File: src/rtl/lsu_ctrl.sv
// lsu_ctrl -- load/store unit between the execute stage and a word-only dmem.
//
// Byte, halfword and word accesses are turned into aligned dmem word accesses.
// Sub-word stores do a read-modify-write. Load results are sign- or
// zero-extended. dmem read data is registered, so reads take an extra cycle.
//
// Optional feature macro: LSU_MISALIGN_TRAP_EN
//   defined   : misaligned H/HU (addr[0]=1) or W (addr[1:0]!=0) requests
//               complete one cycle after acceptance with o_err=1, o_rdata=0
//               and no dmem access.
//   undefined : o_err stays 0; the low address bits below the access size are
//               ignored and the access proceeds normally.
//
// Ports
//   i_clk, i_reset   clock; synchronous active-high reset
//   i_req            request, sampled while o_ready=1
//   i_we             1=store, 0=load
//   i_funct3         000 B, 001 H, 010 W, 100 BU, 101 HU; others act as W
//   i_addr           byte address
//   i_wdata          right-aligned store data
//   o_ready          idle, a new request can be accepted
//   o_done           one-cycle completion pulse
//   o_rdata          extended load result, held after o_done
//   o_err            misaligned flag, qualified by o_done
//   o_mem_addr       dmem word address (bits [1:0] are 0)
//   o_mem_wdata      dmem write data
//   o_mem_wren       dmem write enable
//   i_mem_rdata      dmem registered read data
module lsu_ctrl #(
  parameter int ADDR_W = 32
) (
  input  logic              i_clk,
  input  logic              i_reset,
  input  logic              i_req,
  input  logic              i_we,
  input  logic [2:0]        i_funct3,
  input  logic [ADDR_W-1:0] i_addr,
  input  logic [31:0]       i_wdata,
  output logic              o_ready,
  output logic              o_done,
  output logic [31:0]       o_rdata,
  output logic              o_err,
  output logic [ADDR_W-1:0] o_mem_addr,
  output logic [31:0]       o_mem_wdata,
  output logic              o_mem_wren,
  input  logic [31:0]       i_mem_rdata
);

  typedef enum logic [2:0] {
    S_IDLE  = 3'd0,
    S_RD    = 3'd1,
    S_CAPT  = 3'd2,
    S_MERGE = 3'd3,  // merge is folded into CAPT; encoding kept for completeness
    S_WR    = 3'd4
  } state_t;

  typedef enum logic [1:0] {
    SZ_B = 2'd0,
    SZ_H = 2'd1,
    SZ_W = 2'd2
  } size_t;

  // Access size from direction and funct3. Stores only know B/H; every other
  // code, and every unlisted load code, is a word access.
  function automatic size_t f_size(input logic we, input logic [2:0] f3);
    size_t s;
    s = SZ_W;
    if (we) begin
      if (f3 == 3'b000)      s = SZ_B;
      else if (f3 == 3'b001) s = SZ_H;
    end else begin
      if (f3 == 3'b000 || f3 == 3'b100)      s = SZ_B;
      else if (f3 == 3'b001 || f3 == 3'b101) s = SZ_H;
    end
    return s;
  endfunction

  state_t             state_q, state_d;
  logic               we_q, we_d;
  logic [2:0]         f3_q, f3_d;
  logic [1:0]         lsb_q, lsb_d;
  logic [15:0]        wdata_q, wdata_d;   // only sub-word stores need it later
  logic [ADDR_W-1:0]  mem_addr_q, mem_addr_d;
  logic [31:0]        mem_wdata_q, mem_wdata_d;
  logic [31:0]        rdata_q, rdata_d;
  logic               done_q, done_d;
  logic               err_q, err_d;

  size_t              req_size, cur_size;
  logic               accept, misalign;
  logic [31:0]        sh_b, sh_h, load_val, merged;

  assign req_size = f_size(i_we, i_funct3);
  assign cur_size = f_size(we_q, f3_q);
  assign accept   = i_req & (state_q == S_IDLE);

`ifdef LSU_MISALIGN_TRAP_EN
  assign misalign = ((req_size == SZ_H) & i_addr[0]) |
                    ((req_size == SZ_W) & (i_addr[1:0] != 2'b00));
`else
  assign misalign = 1'b0;
`endif

  // Lane extraction from the word just read.
  assign sh_b = i_mem_rdata >> {lsb_q, 3'b000};
  assign sh_h = i_mem_rdata >> {lsb_q[1], 4'b0000};

  always_comb begin
    load_val = i_mem_rdata;
    case (cur_size)
      SZ_B:    load_val = {{24{~f3_q[2] & sh_b[7]}}, sh_b[7:0]};
      SZ_H:    load_val = {{16{~f3_q[2] & sh_h[15]}}, sh_h[15:0]};
      default: load_val = i_mem_rdata;
    endcase
  end

  // Store merge: only the addressed lanes take new data.
  always_comb begin
    merged = i_mem_rdata;
    if (cur_size == SZ_B)
      merged[{lsb_q, 3'b000} +: 8] = wdata_q[7:0];
    else
      merged[{lsb_q[1], 4'b0000} +: 16] = wdata_q;
  end

  always_comb begin
    state_d     = state_q;
    we_d        = we_q;
    f3_d        = f3_q;
    lsb_d       = lsb_q;
    wdata_d     = wdata_q;
    mem_addr_d  = mem_addr_q;
    mem_wdata_d = mem_wdata_q;
    rdata_d     = rdata_q;
    done_d      = 1'b0;
    err_d       = 1'b0;
    case (state_q)
      S_IDLE: begin
        if (accept) begin
          we_d    = i_we;
          f3_d    = i_funct3;
          lsb_d   = i_addr[1:0];
          wdata_d = i_wdata[15:0];
          if (misalign) begin
            // Trap completes immediately; dmem outputs are left untouched.
            done_d  = 1'b1;
            err_d   = 1'b1;
            rdata_d = '0;
          end else begin
            mem_addr_d = {i_addr[ADDR_W-1:2], 2'b00};
            if (i_we && req_size == SZ_W) begin
              mem_wdata_d = i_wdata;
              state_d     = S_WR;
            end else begin
              state_d = S_RD;
            end
          end
        end
      end
      S_RD:   state_d = S_CAPT;
      S_CAPT: begin
        if (!we_q) begin
          rdata_d = load_val;
          done_d  = 1'b1;
          state_d = S_IDLE;
        end else begin
          mem_wdata_d = merged;
          state_d     = S_WR;
        end
      end
      S_WR: begin
        done_d  = 1'b1;
        state_d = S_IDLE;
      end
      default: state_d = S_IDLE;
    endcase
  end

  always_ff @(posedge i_clk) begin
    if (i_reset) begin
      state_q     <= S_IDLE;
      we_q        <= 1'b0;
      f3_q        <= 3'b000;
      lsb_q       <= 2'b00;
      wdata_q     <= '0;
      mem_addr_q  <= '0;
      mem_wdata_q <= '0;
      rdata_q     <= '0;
      done_q      <= 1'b0;
      err_q       <= 1'b0;
    end else begin
      state_q     <= state_d;
      we_q        <= we_d;
      f3_q        <= f3_d;
      lsb_q       <= lsb_d;
      wdata_q     <= wdata_d;
      mem_addr_q  <= mem_addr_d;
      mem_wdata_q <= mem_wdata_d;
      rdata_q     <= rdata_d;
      done_q      <= done_d;
      err_q       <= err_d;
    end
  end

  assign o_ready     = (state_q == S_IDLE);
  assign o_done      = done_q;
  assign o_rdata     = rdata_q;
  assign o_err       = err_q;   // constant 0 unless the trap is compiled in
  assign o_mem_addr  = mem_addr_q;
  assign o_mem_wdata = mem_wdata_q;
  // Gated by reset so a reset landing on the write cycle cannot corrupt dmem.
  assign o_mem_wren  = (state_q == S_WR) & ~i_reset;

endmodule
File: config.mk
export PLATFORM = sky130hd
export DESIGN_NAME = lsu_ctrl
export DESIGN_NICKNAME = d
export VERILOG_FILES = /design/src/rtl/lsu_ctrl.sv
export SDC_FILE = /design/constraint.sdc
export NUM_CORES = 1
export LEC_CHECK = 0
export ABC_AREA = 1
export CAP_MARGIN = 20
export CORE_MARGIN = 1
export CORE_UTILIZATION = 44
export DETAILED_ROUTE_END_ITERATION = 6
export GPL_TIMING_DRIVEN = 0
export HOLD_SLACK_MARGIN = 0.05
export PLACE_DENSITY = 0.78
export SETUP_SLACK_MARGIN = 0.2
export SLEW_MARGIN = 20
export SYNTH_ARGS = -nofsm -noshare
export SYNTH_HDL_FRONTEND = slang
export SYNTH_SLANG_ARGS = --single-unit
File: constraint.sdc
create_clock -name i_clk -period 1.9 [get_ports i_clk]
set_input_delay 0.285 -clock i_clk [delete_from_list [all_inputs] [get_ports i_clk]]
set_output_delay 0.285 -clock i_clk [all_outputs]
set_load 0.005 [all_outputs]
# After elaboration in Yosys (flattened, before gate mapping)
# Cells that the tools add are included.
# Widths: inputs -> output; s select.
[word_totals]
output_inout_bits = 100
inputBits = 103
register_bits = 120
[classes]
add_sub_neg = 2
n_eq_ne = 14
n_shift = 6
n_mux = 24
n_bitwise = 7
n_reduce_logical = 13
[op_table]
columns = ["op", "n"]
rows = [
  ["$mux 32", 4],
  ["$pmux 32 s2", 2],
  ["$bwmux 32", 2],
  ["$shift 16x7->32 const A", 1],
  ["$shift 8x7->32 const A", 1],
  ["$shiftx 16x7->32", 1],
  ["$shiftx 8x7->32", 1],
  ["$shr 32x5->16", 1],
  ["$shr 32x5->8", 1],
  ["$mux 2", 10],
  ["$eq 3x3->1 const B", 5],
  ["$neg 5->7", 2],
  ["$eq 3x1->1 const B", 3],
  ["$logic_not 3->1", 3],
  ["$mux 3", 3],
  ["$pmux 3 s3", 1],
  ["$and 1x1->1", 4],
  ["$logic_or 1x1->1", 4],
  ["$ne 2x1->1 const B", 2],
  ["$reduce_and 2->1", 2],
  ["$reduce_and 4->1", 1],
  ["$eq 3x2->1 const B", 1],
  ["$not 1->1", 3],
  ["$eq 2x1->1 const B", 1],
  ["7 further kinds", 7],
]

# Depth between registers and ports, before layout
# Gate-level depths: netlist of the first run.
[depth]
word_depth = 10
ltp_mapped = 11

# Worst setup path before layout of the first run
# Ideal clock, no wire load.
[synth_timing]
path_type = "register -> register"
start = "register lsb_q[1]"
end = "register mem_wdata_q[28], in the netlist o_mem_wdata[28]"
n_path_buf = 2
t_arrival_ps = 1756
period_less_slack_ps = 1820
slack_ps = 80
path_stages_with_launch = 11
cell_sequence = "dfxtp_1 > inv_2 > buf_2 > ha_1 > buf_2 > nand3b_1 > nor2_1 > nor2_1 > nor2_1 > nor2_1 > nor2_1"
[synth_between]
elab_chain_cells = 6
word_cells_on_any_way = 11
cone_classes = "add/sub: 2; shift: 4; mux: 5"
[synth_lines]
columns = ["item", "line", "rtl"]
rows = [
  ["start, declared", "81", "logic [1:0] lsb_q, lsb_d;"],
  ["start signal, assigned", "195", "lsb_q <= lsb_d;"],
  ["$neg 5->7 (on tied branches)", "123, 121", ""],
  ["$shiftx 16x7->32, or another cell as far along", "123", "merged[{lsb_q[1], 4'b0000} +: 16] = wdata_q;"],
  ["$bwmux 32 (on tied branches)", "123, 121", ""],
  ["$mux 32 *", "120", "if (cur_size == SZ_B)"],
  ["$mux 32 *", "162", "if (!we_q) begin"],
  ["$pmux 32 s2 *", "137", "case (state_q)"],
  ["end signal, assigned", "198", "mem_wdata_q <= mem_wdata_d;"],
  ["end, declared", "84", "logic [31:0] mem_wdata_q, mem_wdata_d;"],
]
# Every way passes the cells marked *; elsewhere a longest branch is shown, timed or not. The select of a mux whose other input is x is not followed.
# A chain may end at the register's enable or synchronous reset.

# Final worst setup path of the first run
[layout_timing]
start = "register lsb_q[1]"
end = "register mem_wdata_q[24], in the netlist o_mem_wdata[24]"
# Same word-level chain as after synthesis.

==> flow_summary.toml, run 1 <==
[status]
status = "finished, final reports clean"

[clocking]
h-tree-depth = 4
root_buffer = "clkbuf_16"
ctsLongestPathBuffers = 2
insertion_delay_ns = 0.44
clock-sinks = 120
cts_hold_buf = 0
cts.clk_slew.worst_paths_ns = 0.06
cts_tree = "built"
cts_buffers = 17

[sta]
max-slew-margin-rel = 0.6230
final_hold_viol_count = 0
setup_viol = 0
fmax_mhz = 569.4
fin_skew_ns = 0.007854
finalCritPeriodShare = 0.9243
period_needed_ns = 1.756
slew_violations = 0
rsz0062_at_grt = "true"
fin_tns_setup_ns = 0
fin_ws_ns = 0.1439
tightest_slew_ns = 0.5655

[pwr]
p_comb_frac = 0.264
clkPwrFrac = 0.404
switching_power_w = 0.002767
vdd_drop_max_uv = 738.2
power_w = 0.008565
leakage_nw = 4.332
sequentialPowerShare = 0.332
pwr_density_cell_mw_per_mm2 = 846.9
internal_power_w = 0.005798
netSwitchingFraction = 0.3230

[setup_path]
r2r-end = "o_mem_wdata[24]"
r2r_cells = 11
required_ns = 2.27
rr_startpoint = "lsb_q[1]"
worst_setup_path_start_kind = "flop"
worstPathMaxFanout = 7
end_kind = "flop"
worstPathArrival_ns = 2.13
rrSetupSlack_ns = 0.14
critPathKind = "reg2reg"

[grt]
grt_max_degree = 17
grt_first_pass_wirelength_um = 41740
overflow = 0
globalRouteTotalUtil = 0.3359
antenna_found_initial = 0
grt_pass1_vias = 7962

[place]
gp_congestion = 0.9621
post-place-ws_ns = -0.1877
place_hpwl_um = 20010
port_buffers = 197

[route]
dr.pass1.iters = 5
vias_per_cell = 5.379
wl_per_cell_um = 17.13
vias = 8413
drc = 0
antenna_left = 0
drt-total-wl_um = 26790
drt-initial-drc-count = 834

[final_layout]
fill_cells = 1423
syn2layout_area_growth_pct = 46.27
fin_util = 0.6628
layout.nets = 1448
layout-drive-gt1-share = 0.1131
antenna_cells = 0
regArea_mm2 = 0.002412
multi_input_area_mm2 = 0.003782

[die]
start_util = 0.4531
die_y_um = 127.4
dieArea_mm2 = 0.01622
die_x_um = 127.4
rows = 45
fp.coreArea_mm2 = 0.01526
ioPinCount = 203

[synth]
synthArstFlopShare = 0
syn-cell-area_mm2 = 0.006914
synth_top_family_by_area = "simple AND/OR/NAND/NOR gates"
synthAdderAreaFrac = 0.009048
synth.top_cell.area_share = 0.3474
yosysUniqueCellTypes = 31
synth_simple_gate_area_frac = 0.3196
synth.yosys.seq_area_share = 0.3474
synth_compound_area_frac = 0.1998
synth_top_area_cell = "dfxtp_1"
synth_most_common_cell = "nand2_1"
yosysWarningCount = 0
synth-main-ff-cell = "dfxtp_1"
yosys-top-cells-count = "nand2_1, nor2_1, o21ai_0, dfxtp_1, inv_1"
synth_edf_count = 0
synth.avg_cell_area_um2 = 6.246
synth_area_leaders = "dfxtp_1, nand2_1, o21ai_0"
yosys-mux-area-fraction = 0
postSynthCellCount = 1107
synth-xor-area-share = 0
synth-seq-cells = 120

[worst_hold_path]
min_path_type = "in2reg"
hold_depth = 3
min_to = "o_mem_addr[31]"
min-delay-start = "i_req"

[job]
maxCapViolCount = 0
## power by group through the flow
stage	Sequential, W	Clock (W)	Combinational [W]
finish	0.00285	0.00346	0.00226
global route	0.00286	0.00358	0.00247
CTS	0.00284	0.00346	0.00212
detailed placement	0.00289	0	0.00205
global placement	0.00289	0	0.00204
floorplan	0.00288	0	0.00113
## final cells by class
type,instances,area share
Multi-Input combinational cell,793,0.3740
Inverter,116,0.04454
Timing Repair Buffer,212,0.2066
Clock buffer,17,0.04206
Clock inverter,15,0.01893
Sequential cell,120,0.2385
Buffer,80,0.04924
Tap cell,211,0.02610
## state kept, by name (all words and copies together) (netlist names)
name         count
f3_q             3
lsb_q            2
o_done           1
o_mem_addr      30
o_mem_wdata     32
o_rdata         32
state_q          3
wdata_q         16
we_q             1
## critical path, stage by stage (launching register included)
cell and delay [ns]:
dfxtp_4 0.38, inv_8 0.03, buf_8 0.12, ha_4 0.21, buf_6 0.11, nand3b_1 0.16
buf_6 0.15, nor2_2 0.12, nor2_1 0.06, nor2_2 0.16, nor2_1 0.07, nor2_1 0.11
## cells by family (layout without fill, tap and decap cells)
family	Yosys count	after routing
flip-flops	120	120
buffers and inverters	196	440
adder cells (fa/ha/maj)	5	5
AO/OA/AOI/OAI	261	261
AND/OR/NAND/NOR	524	524
other	1	3
## per-layer routing
metal / vias up / track usage / share of wire
li1: 4051 / - / -
met1: 3793 / 0.4147 / 0.40
met2: 476 / 0.5432 / 0.46
met3: 93 / 0.09171 / 0.10
met4: 0 / 0.1576 / 0.041
met5: - / 0 / 0
## metrics by stage
stage,instance area (µm²),hold slack (ns),std cells
2_1_floorplan,6934,0.4402,1109
3_3_place_gp,9170,0.4470,1517
3_5_place_dp,9170,0.4529,1517
4_1_cts,9916,0.2085,1557
5_1_grt,10110,0.2438,1564
6_report,10110,0.2013,1564
## placed cells by master (no fill, tap or decap), types with 4 or more instances in the layout
master	n
clkdlybuf4s50_1	195
a31oi_1	6
dfxtp_1	116
inv_1	108
nor2_2	8
nand3_1	57
nand3_2	4
clkbuf_2	10
o21bai_1	16
nand4_1	35
nand2_4	4
clkbuf_1	19
o21ai_0	128
o21ai_2	4
buf_4	21
o21ai_1	25
buf_6	15
o211ai_1	9
inv_6	4
nor3_1	8
a21oi_1	71
clkbuf_16	17
nor2_4	4
nor2_1	155
buf_2	26
nand2_1	240
## how the worst max path moves through the flow
stage	from	end	slack [ns]
finish	lsb_q[1]	o_mem_wdata[24]	0.14
floorplan	lsb_q[1]	o_mem_wdata[28]	0.21
detailed placement	i_funct3[1]	o_mem_wdata[27]	-0.19
global route	lsb_q[1]	o_mem_wdata[24]	0.04
CTS	state_q[0]	o_ready	0.13
global placement	i_funct3[1]	o_mem_wdata[30]	-0.20
## repair_timing
| action | CTS | global route |
|---|---|---|
| gates resized for setup | 27 | 73 |
| setup buffers | 8 | 7 |
| pin swaps | 8 | 5 |
| setup endpoints to repair | 36 | 89 |
(Power assumes the default switching activity.)
==> run 2: changes to the inputs <==
CORE_MARGIN = default   (was 1)
==> results of run 2 <==
Final layout, timing and power as in run 1 (identical DEF).
==> run 3: changes to the inputs <==
CTS_CLUSTER_SIZE = 10   (was default)
==> results of run 3 <==
Final layout, timing and power as in run 1 (identical DEF).
